===== src/rtl/uart_pkg.sv =====
// Shared UART definitions: FSM state encoding and frame geometry, common to rx and tx.
package uart_pkg;

    localparam int unsigned DATA_BITS            = 8;
    localparam int unsigned DEFAULT_CLKS_PER_BIT = 104;

    typedef enum logic [2:0] {
        IDLE,
        START,
        DATA,
        PARITY,
        STOP,
        BREAK
    } uart_state_e;

endpackage


===== src/rtl/uart_rx_if.sv =====
// Byte/strobe interface between the UART receiver (master) and a byte consumer (slave).
// UART_RX_PARITY_EN adds the parity_err strobe.
interface uart_rx_if;
    import uart_pkg::*;

    logic                 rx;
    logic [DATA_BITS-1:0] data;
    logic                 ready;
    logic                 frame_err;
`ifdef UART_RX_PARITY_EN
    logic                 parity_err;

    modport master (input rx, output data, output ready, output frame_err, output parity_err);
    modport slave  (output rx, input data, input ready, input frame_err, input parity_err);
`else
    modport master (input rx, output data, output ready, output frame_err);
    modport slave  (output rx, input data, input ready, input frame_err);
`endif
endinterface


===== src/rtl/rx_sync.sv =====
// Two-flop synchronizer for asynchronous board inputs; RESET_VAL sets the preset level.
module rx_sync #(
    parameter logic RESET_VAL = 1'b1
) (
    input  logic clk,
    input  logic rst_n,
    input  logic async_i,
    output logic sync_o
);

    logic [1:0] sync_q;

    always_ff @(posedge clk or negedge rst_n) begin
        if (!rst_n) begin
            sync_q <= {2{RESET_VAL}};
        end else begin
            sync_q <= {sync_q[0], async_i};
        end
    end

    assign sync_o = sync_q[1];

endmodule


===== src/rtl/uart_rx.sv =====
// 8N1 UART receiver: serial rx line to a parallel byte with ready / frame_err strobes.
// Define UART_RX_PARITY_EN for an even-parity bit after bit 7 and a parity_err strobe.
module uart_rx
    import uart_pkg::*;
#(
    parameter int unsigned CLKS_PER_BIT = DEFAULT_CLKS_PER_BIT
) (
    input  logic      clk,
    input  logic      reset,
    uart_rx_if.master bus
);

    localparam int unsigned TW    = $clog2(CLKS_PER_BIT);
    localparam int unsigned IDX_W = $clog2(DATA_BITS);
    localparam logic [TW-1:0]    HALF_LAST = TW'(CLKS_PER_BIT / 2 - 1);
    localparam logic [TW-1:0]    BIT_LAST  = TW'(CLKS_PER_BIT - 1);
    localparam logic [IDX_W-1:0] IDX_LAST  = IDX_W'(DATA_BITS - 1);

    logic rx_s;

    uart_state_e          state_q, state_d;
    logic [TW-1:0]        timer_q, timer_d;
    logic [IDX_W-1:0]     idx_q, idx_d;
    logic [DATA_BITS-1:0] shreg_q, shreg_d;
    logic [DATA_BITS-1:0] data_q, data_d;
    logic                 ready_q, ready_d;
    logic                 ferr_q, ferr_d;
    logic                 bit_end;
`ifdef UART_RX_PARITY_EN
    logic                 par_q, par_d;
    logic                 perr_q, perr_d;
`endif

    // Preset to idle-high so releasing reset never looks like a start edge
    rx_sync #(.RESET_VAL(1'b1)) u_sync (
        .clk     (clk),
        .rst_n   (reset),
        .async_i (bus.rx),
        .sync_o  (rx_s)
    );

    assign bit_end = (timer_q == BIT_LAST);

    // Next-state and strobe logic
    always_comb begin
        state_d = state_q;
        timer_d = bit_end ? '0 : timer_q + TW'(1);
        idx_d   = idx_q;
        shreg_d = shreg_q;
        data_d  = data_q;
        ready_d = 1'b0;
        ferr_d  = 1'b0;
`ifdef UART_RX_PARITY_EN
        par_d   = par_q;
        perr_d  = 1'b0;
`endif
        unique case (state_q)
            IDLE: begin
                timer_d = '0;
                if (!rx_s) state_d = START;
            end
            START: begin
                if (timer_q == HALF_LAST) begin
                    timer_d = '0;
                    idx_d   = '0;
                    state_d = rx_s ? IDLE : DATA;
                end
            end
            DATA: begin
                if (bit_end) begin
                    shreg_d[idx_q] = rx_s;
                    idx_d          = idx_q + IDX_W'(1);
`ifdef UART_RX_PARITY_EN
                    if (idx_q == IDX_LAST) state_d = PARITY;
`else
                    if (idx_q == IDX_LAST) state_d = STOP;
`endif
                end
            end
`ifdef UART_RX_PARITY_EN
            PARITY: begin
                if (bit_end) begin
                    par_d   = rx_s;
                    state_d = STOP;
                end
            end
`endif
            STOP: begin
                if (bit_end) begin
                    if (rx_s) begin
                        state_d = IDLE;
`ifdef UART_RX_PARITY_EN
                        if (^{shreg_q, par_q}) begin
                            perr_d = 1'b1;
                        end else begin
                            data_d  = shreg_q;
                            ready_d = 1'b1;
                        end
`else
                        data_d  = shreg_q;
                        ready_d = 1'b1;
`endif
                    end else begin
                        ferr_d  = 1'b1;
                        state_d = BREAK;
                    end
                end
            end
            BREAK: begin
                timer_d = '0;
                if (rx_s) state_d = IDLE;
            end
            default: begin
                timer_d = '0;
                state_d = IDLE;
            end
        endcase
    end

    always_ff @(posedge clk or negedge reset) begin
        if (!reset) begin
            state_q <= IDLE;
            timer_q <= '0;
            idx_q   <= '0;
            shreg_q <= '0;
            data_q  <= '0;
            ready_q <= 1'b0;
            ferr_q  <= 1'b0;
`ifdef UART_RX_PARITY_EN
            par_q   <= 1'b0;
            perr_q  <= 1'b0;
`endif
        end else begin
            state_q <= state_d;
            timer_q <= timer_d;
            idx_q   <= idx_d;
            shreg_q <= shreg_d;
            data_q  <= data_d;
            ready_q <= ready_d;
            ferr_q  <= ferr_d;
`ifdef UART_RX_PARITY_EN
            par_q   <= par_d;
            perr_q  <= perr_d;
`endif
        end
    end

    assign bus.data      = data_q;
    assign bus.ready     = ready_q;
    assign bus.frame_err = ferr_q;
`ifdef UART_RX_PARITY_EN
    assign bus.parity_err = perr_q;
`endif

endmodule


===== src/flat_wrapper.sv =====
// flat-port wrapper written by rule: the top's interface ports become plain ports
module uart_rx_flat import uart_pkg::*;
#(
    parameter int unsigned CLKS_PER_BIT = DEFAULT_CLKS_PER_BIT
)
  (clk, reset, bus_rx, bus_data, bus_ready, bus_frame_err);
  uart_rx_if bus_i ();
  input  logic clk;
  input  logic reset;
  input wire logic [$bits(bus_i.rx)-1:0] bus_rx;
  output wire logic [$bits(bus_i.data)-1:0] bus_data;
  output wire logic [$bits(bus_i.ready)-1:0] bus_ready;
  output wire logic [$bits(bus_i.frame_err)-1:0] bus_frame_err;
  assign bus_i.rx = bus_rx;
  assign bus_data = bus_i.data;
  assign bus_ready = bus_i.ready;
  assign bus_frame_err = bus_i.frame_err;
  uart_rx #(.CLKS_PER_BIT(CLKS_PER_BIT)) u_core (.clk(clk), .reset(reset), .bus(bus_i));
endmodule

===== config.mk =====
export PLATFORM = sky130hd
export DESIGN_NAME = uart_rx_flat
export DESIGN_NICKNAME = d
export VERILOG_FILES = /design/src/rtl/uart_pkg.sv /design/src/rtl/uart_rx_if.sv /design/src/rtl/rx_sync.sv /design/src/rtl/uart_rx.sv /design/src/flat_wrapper.sv
export SDC_FILE = /design/constraint.sdc
export NUM_CORES = 1
export LEC_CHECK = 0
export ABC_AREA = 1
export CAP_MARGIN = 20
export CORE_MARGIN = 8
export CORE_UTILIZATION = 55
export DETAILED_ROUTE_END_ITERATION = 10
export PLACE_DENSITY = 0.76
export SYNTH_ARGS = -nofsm -noshare
export SYNTH_HDL_FRONTEND = slang
export SYNTH_SLANG_ARGS = --single-unit

===== constraint.sdc =====
create_clock -name clk -period 1.75 [get_ports clk]
set_clock_uncertainty 0.2 [all_clocks]
set_input_delay 0.525 -clock clk [delete_from_list [all_inputs] [get_ports clk]]
set_output_delay 0.525 -clock clk [all_outputs]
set_load 0.005 [all_outputs]

* Word level (Yosys, flattened, before mapping) *
Cells that the tools add are included.

storage, ports and cells
  register bits after elaboration = 33
  latch bits = 0
  RAM bits = 0
  bits in read-only memories = 0
  input bits = 3
  output and inout port bits = 10
  logic and storage cells = 57
  memories kept = 0

operators by class
  $add $sub $neg = 2
  $mul = 0
  divide/modulo/power cells = 0
  magnitude comparators = 2
  equality and inequality tests = 13
  shifts and indexed selects = 0
  muxes and demuxes = 24
  bitwise gates (word level) = 0
  reductions and logical operators = 8

operators with widths
  kind                   number
  $mux W3                9
  $pmux W3 S5            1
  $mux W7                2
  $pmux W7 S2            1
  $eq A3 B3 Y1 const B   3
  $bwmux W8              1
  $ne A2 B1 Y1 const B   4
  $add A7 B1 Y7 const B  1
  $eq A7 B6 Y1 const B   1
  $eq A7 B7 Y1 const B   1
  $mux W1                7
  $pmux W3 S2            1
  $reduce_and A3 Y1      2
  $reduce_and A6 Y1      1
  $lt A3 B4 Y1 const B   1
  $ne A2 B2 Y1 const B   2
  $add A3 B1 Y3 const B  1
  $demux W1 S3           1
  $eq A3 B1 Y1 const B   1
  $eq A3 B2 Y1 const B   1
  $ge A3 B1 Y1 const B   1
  $logic_not A3 Y1       1
  $mux W2                1
  $reduce_and A2 Y1      1
  other kinds (3)        3

* Depth between registers and ports, before layout *
Gate-level depths: netlist of run 1.

  word-level depth = 5
  gate-level depth with buffers = 10

* Hierarchy *
A second synthesis of run 1 with hierarchy kept.

unflattened totals
  cell total of the unflattened synthesis = 204
  area total of the unflattened synthesis = 1,632.8 um2

by module, submodules not included
  module   times used  cells an instance  area each (um2)  sequential area each (um2)
  uart_rx  1           202                1,580.3          775.7
  rx_sync  1           2                  52.6             52.6

* Least setup slack after synthesis of run 1 *
Ideal clock, no wire load.

  path type = flip-flop to flip-flop
  start point = register u_core.timer_q[0]
  end point = register u_core.state_q[1]
  setup time = 0.117 ns
  arrival = 1.259 ns
  required time = 1.433 ns
  path slack = 0.175 ns
  cell stages (with the launch flop) = 11
  path buffers = 0
  clock period less this slack = 1.575 ns
  cells stage by stage = dfrtp_1 > ha_1 > nand2_2 > nor2_4 > nand2_4 > nand2_2 > nand2_4 > nor2_8 > nand2_2 > nand2_1 > nand2_1

on the way
  word-level cells in the longest chain between the ends = 3
  elaborated cells on any way between the ends = 6

RTL lines
  item                                                 RTL line                      RTL
  start: declaration                                   uart_rx.sv:22                 logic [TW-1:0] timer_q, timer_d;
  start signal: assignment                             uart_rx.sv:135                timer_q <= timer_d;
  $eq A7 B7 Y1 / $eq A7 B6 Y1 (equally long branches)  uart_rx.sv:42, uart_rx.sv:63
  $ne A2 B1 Y1 (no source line)                        --
  $reduce_and A6 Y1 (no source line) (*)               --
  end signal: assignment                               uart_rx.sv:134                state_q <= state_d;
  end: declaration                                     uart_rx.sv:21                 uart_state_e state_q, state_d;

Every way passes the cells marked *; elsewhere a longest branch is shown, timed or not.
A chain may end at the register's enable or synchronous reset.

* Final worst setup path of run 1 *
  start point = register u_core.data_q[6] (netlist: u_core.bus.data[6])
  end point = output port bus_data[6]

RTL lines
  item                      RTL line            RTL
  start: declaration        uart_rx.sv:25       logic [DATA_BITS-1:0] data_q, data_d;
  start signal: assignment  uart_rx.sv:138      data_q <= data_d;
  end: declaration          flat_wrapper.sv:11  output wire logic [$bits(bus_i.data)-1:0] bus_data;

No word-level cell between the ends.

==> results of run 1 <==
==> synth_stat cells (all sizes together) <==
cell type / instances
nand2: 61
dfrtp: 31
nand3: 21
nor2: 19
inv: 16
o21ai: 10
xor2: 4
clkinv: 3
ha: 3
dfstp: 2
a211oi: 1
a21oi: 1
buf: 1
nand3b: 1
nand4: 1
nor3: 1
or2: 1
xnor2: 1
==> power breakdown <==
group          switching, mW  internal, mW  total [mW]  leakage [nW]
Clock                  0.263         0.442       0.705        0.0552
Sequential           0.00221         0.766       0.769         0.439
Combinational         0.0197        0.0104      0.0301         0.527
Total                  0.285          1.22        1.50          1.02
==> repair_timing <==
item                       in CTS  in global routing
buffers inserted                3                  2
hold buffers                    0                  0
gates cloned                    0                  0
resized for setup              13                  6
setup endpoints to repair      10                 30
==> through the flow <==
stage	power, mW	utilization	cells	setup WS (ns)	cell area, um2
2_1_floorplan	0.787	-	178	0.175	1610
3_3_place_gp	0.813	0.652	223	0.0959	1800
3_5_place_dp	0.814	0.652	223	0.0456	1800
4_1_cts	1.53	0.694	234	0.00217	1910
5_1_grt	1.56	0.706	236	0.000577	1950
6_report	1.50	0.706	236	0.0406	1950
==> per-layer routing <==
metal  global-route usage  up-vias
li1                     -      612
met2                0.217       21
met3               0.0508        5
met4               0.0446        0
met5                    0        -
met1                0.149      565
==> worst paths after layout <==
path                                              start                 endpoint  slack (ns)  cells past startpoint
max in group asynchronous                         reset  u_core.u_sync.sync_q[0]        0.77                      2
worst min register to register  u_core.u_sync.sync_q[0]  u_core.u_sync.sync_q[1]        0.17                      0
worst max register to register        u_core.timer_q[0]        u_core.state_q[1]        0.09                     10
worst min-delay path            u_core.u_sync.sync_q[0]  u_core.u_sync.sync_q[1]        0.17                      0
worst max-delay path                 u_core.bus.data[6]              bus_data[6]        0.04                      1
min in group asynchronous                         reset          u_core.idx_q[0]        0.34                      2
==> cell families (layout without fill, tap and decap cells) <==
group | after synthesis | in the layout | synth area share
simple gates | 105 | 105 | 0.341
buf+inv | 20 | 47 | 0.0521
compound gates | 12 | 12 | 0.0412
xor+xnor | 5 | 5 | 0.0272
fa+ha+maj | 3 | 3 | 0.0233
flops | 33 | 33 | 0.515
==> flip-flops by register name (all words and copies together), names as in the netlist <==
register / cells
u_core.bus.data: 8
u_core.bus.frame_err: 1
u_core.bus.ready: 1
u_core.idx_q: 3
u_core.shreg_q: 8
u_core.state_q: 3
u_core.timer_q: 7
u_core.u_sync.sync_q: 2
==> area by class of cell <==
class | count | area (um2)
repair buffers | 20 | 189
well taps | 31 | 38.8
flip-flops and latches | 33 | 828
multi-input cells | 125 | 709
inverters | 19 | 78.8
clock buffers | 5 | 37.5
fillers | 213 | 811
clock inverters | 3 | 65.1
==> impl_metrics.py, run 1 <==
metrics = {
    "setup_path": {
        "cp-start-kind": "register",
        "slowest_delay_ns": 0.38,
        "critPathMaxFanout": 2,
        "critPathBufInv": 1,
        "worstPathArrival_ns": 0.98,
        "crit_type": "register to output port",
        "critPathTopFamily": "flip-flops",
        "cp-end-kind": "output port",
        "slowest_stage": "dfrtp_1",
        "crit_required_ns": 1.02,
        "path_cells": "dlygate4sd2_1",
    },
    "floorplanning": {
        "num_io_pins": 13,
        "initial_core_util": 0.583,
        "die-area_mm2": 0.00491,
        "dieWidth_um": 70.1,
        "core_area_mm2": 0.00276,
        "die_height_um": 70.1,
        "std_cell_rows": 19,
    },
    "sta": {
        "setup_tns_ns": 0,
        "rsz0062_at_grt": "no",
        "drv_slew": 0,
        "hold_viol": 0,
        "slew_headroom": 0.833,
        "min_period_over_period": 0.977,
        "whs_ns": 0.167,
        "setup_violations": 0,
        "tightest_slew_ns": 0.249,
        "fmax_mhz": 585,
        "post-route-min-period_ns": 1.71,
    },
    "routing": {
        "drc": 0,
        "met1Wirelength_um": 1340,
        "ant_nets": 0,
        "dr_wl_met3_um": 143,
        "viasPerCell": 5.10,
        "wl_met2_um": 1460,
        "firstDrtPassIters": 4,
        "routed.top_layer": "met4",
        "vias": 1203,
        "wl_per_cell_um": 12.7,
        "wl_um": 2990,
        "first_iter_violations": 90,
    },
    "placed_design": {
        "gp_congestion": 0.804,
        "port_buffers": 12,
        "dp.final_hpwl_um": 2180,
    },
    "cts": {
        "root_buffer": "clkbuf_4",
        "h-tree-depth": 2,
        "cts_buffer_depth": 2,
        "numCtsBuffers": 5,
        "clk_pin_slew_worst_paths_ns": 0.10,
        "clock_latency_ns": 0.34,
        "clock_sinks": 33,
        "tritoncts": "built",
    },
    "yosys": {
        "yosysTopAreaCellShare": 0.482,
        "synth_seq_cells": 33,
        "ys_warn_count": 0,
        "synth_fp_nets": 184,
        "netlist_instances": 178,
        "synth_area_leaders": "dfrtp_1 48%, nand2_1 13%, nand3_1 5.9%",
        "syn_avg_cell_area_um2": 9.04,
        "ys_seq_area_frac": 0.515,
        "syn_area_mm2": 0.00161,
        "yosys.cell_types.count": 27,
        "yosysTopAreaCell": "dfrtp_1",
    },
    "global_routing": {
        "grt_util_all_layers": 0.131,
        "overflow": 0,
        "grt_pass1_wl_um": 5350,
        "grt_pass1_vias": 1245,
        "grt_max_degree": 34,
        "antenna_found_initial": 0,
    },
    "final_layout": {
        "syn2layout_area_growth_pct": 21.0,
        "final_common_cell": "nand2_1",
        "drive_gt1_frac": 0.205,
        "antennaDiodeCount": 0,
        "nNetsFinal": 210,
        "final_cell_mix": "54 x nand2_1, 31 x dfrtp_1, 19 x nand3_1",
    },
    "power": {
        "vdd_drop_max_mv": 1.27,
        "p_per_area_mw_per_mm2": 772,
        "leakage_nw": 1.02,
    },
    "job": {
        "cap_viol_max_count": 0,
    },
    "min_path": {
        "hp-class": "register to register",
    },
    "run_status": {
        "status": "complete, no violations",
    },
}
(Power assumes the default switching activity.)
==> run 2, diff against run 1 <==
SLEW_MARGIN = 25   (was default)
==> results of run 2 <==
Final layout, timing and power as in run 1 (identical DEF).
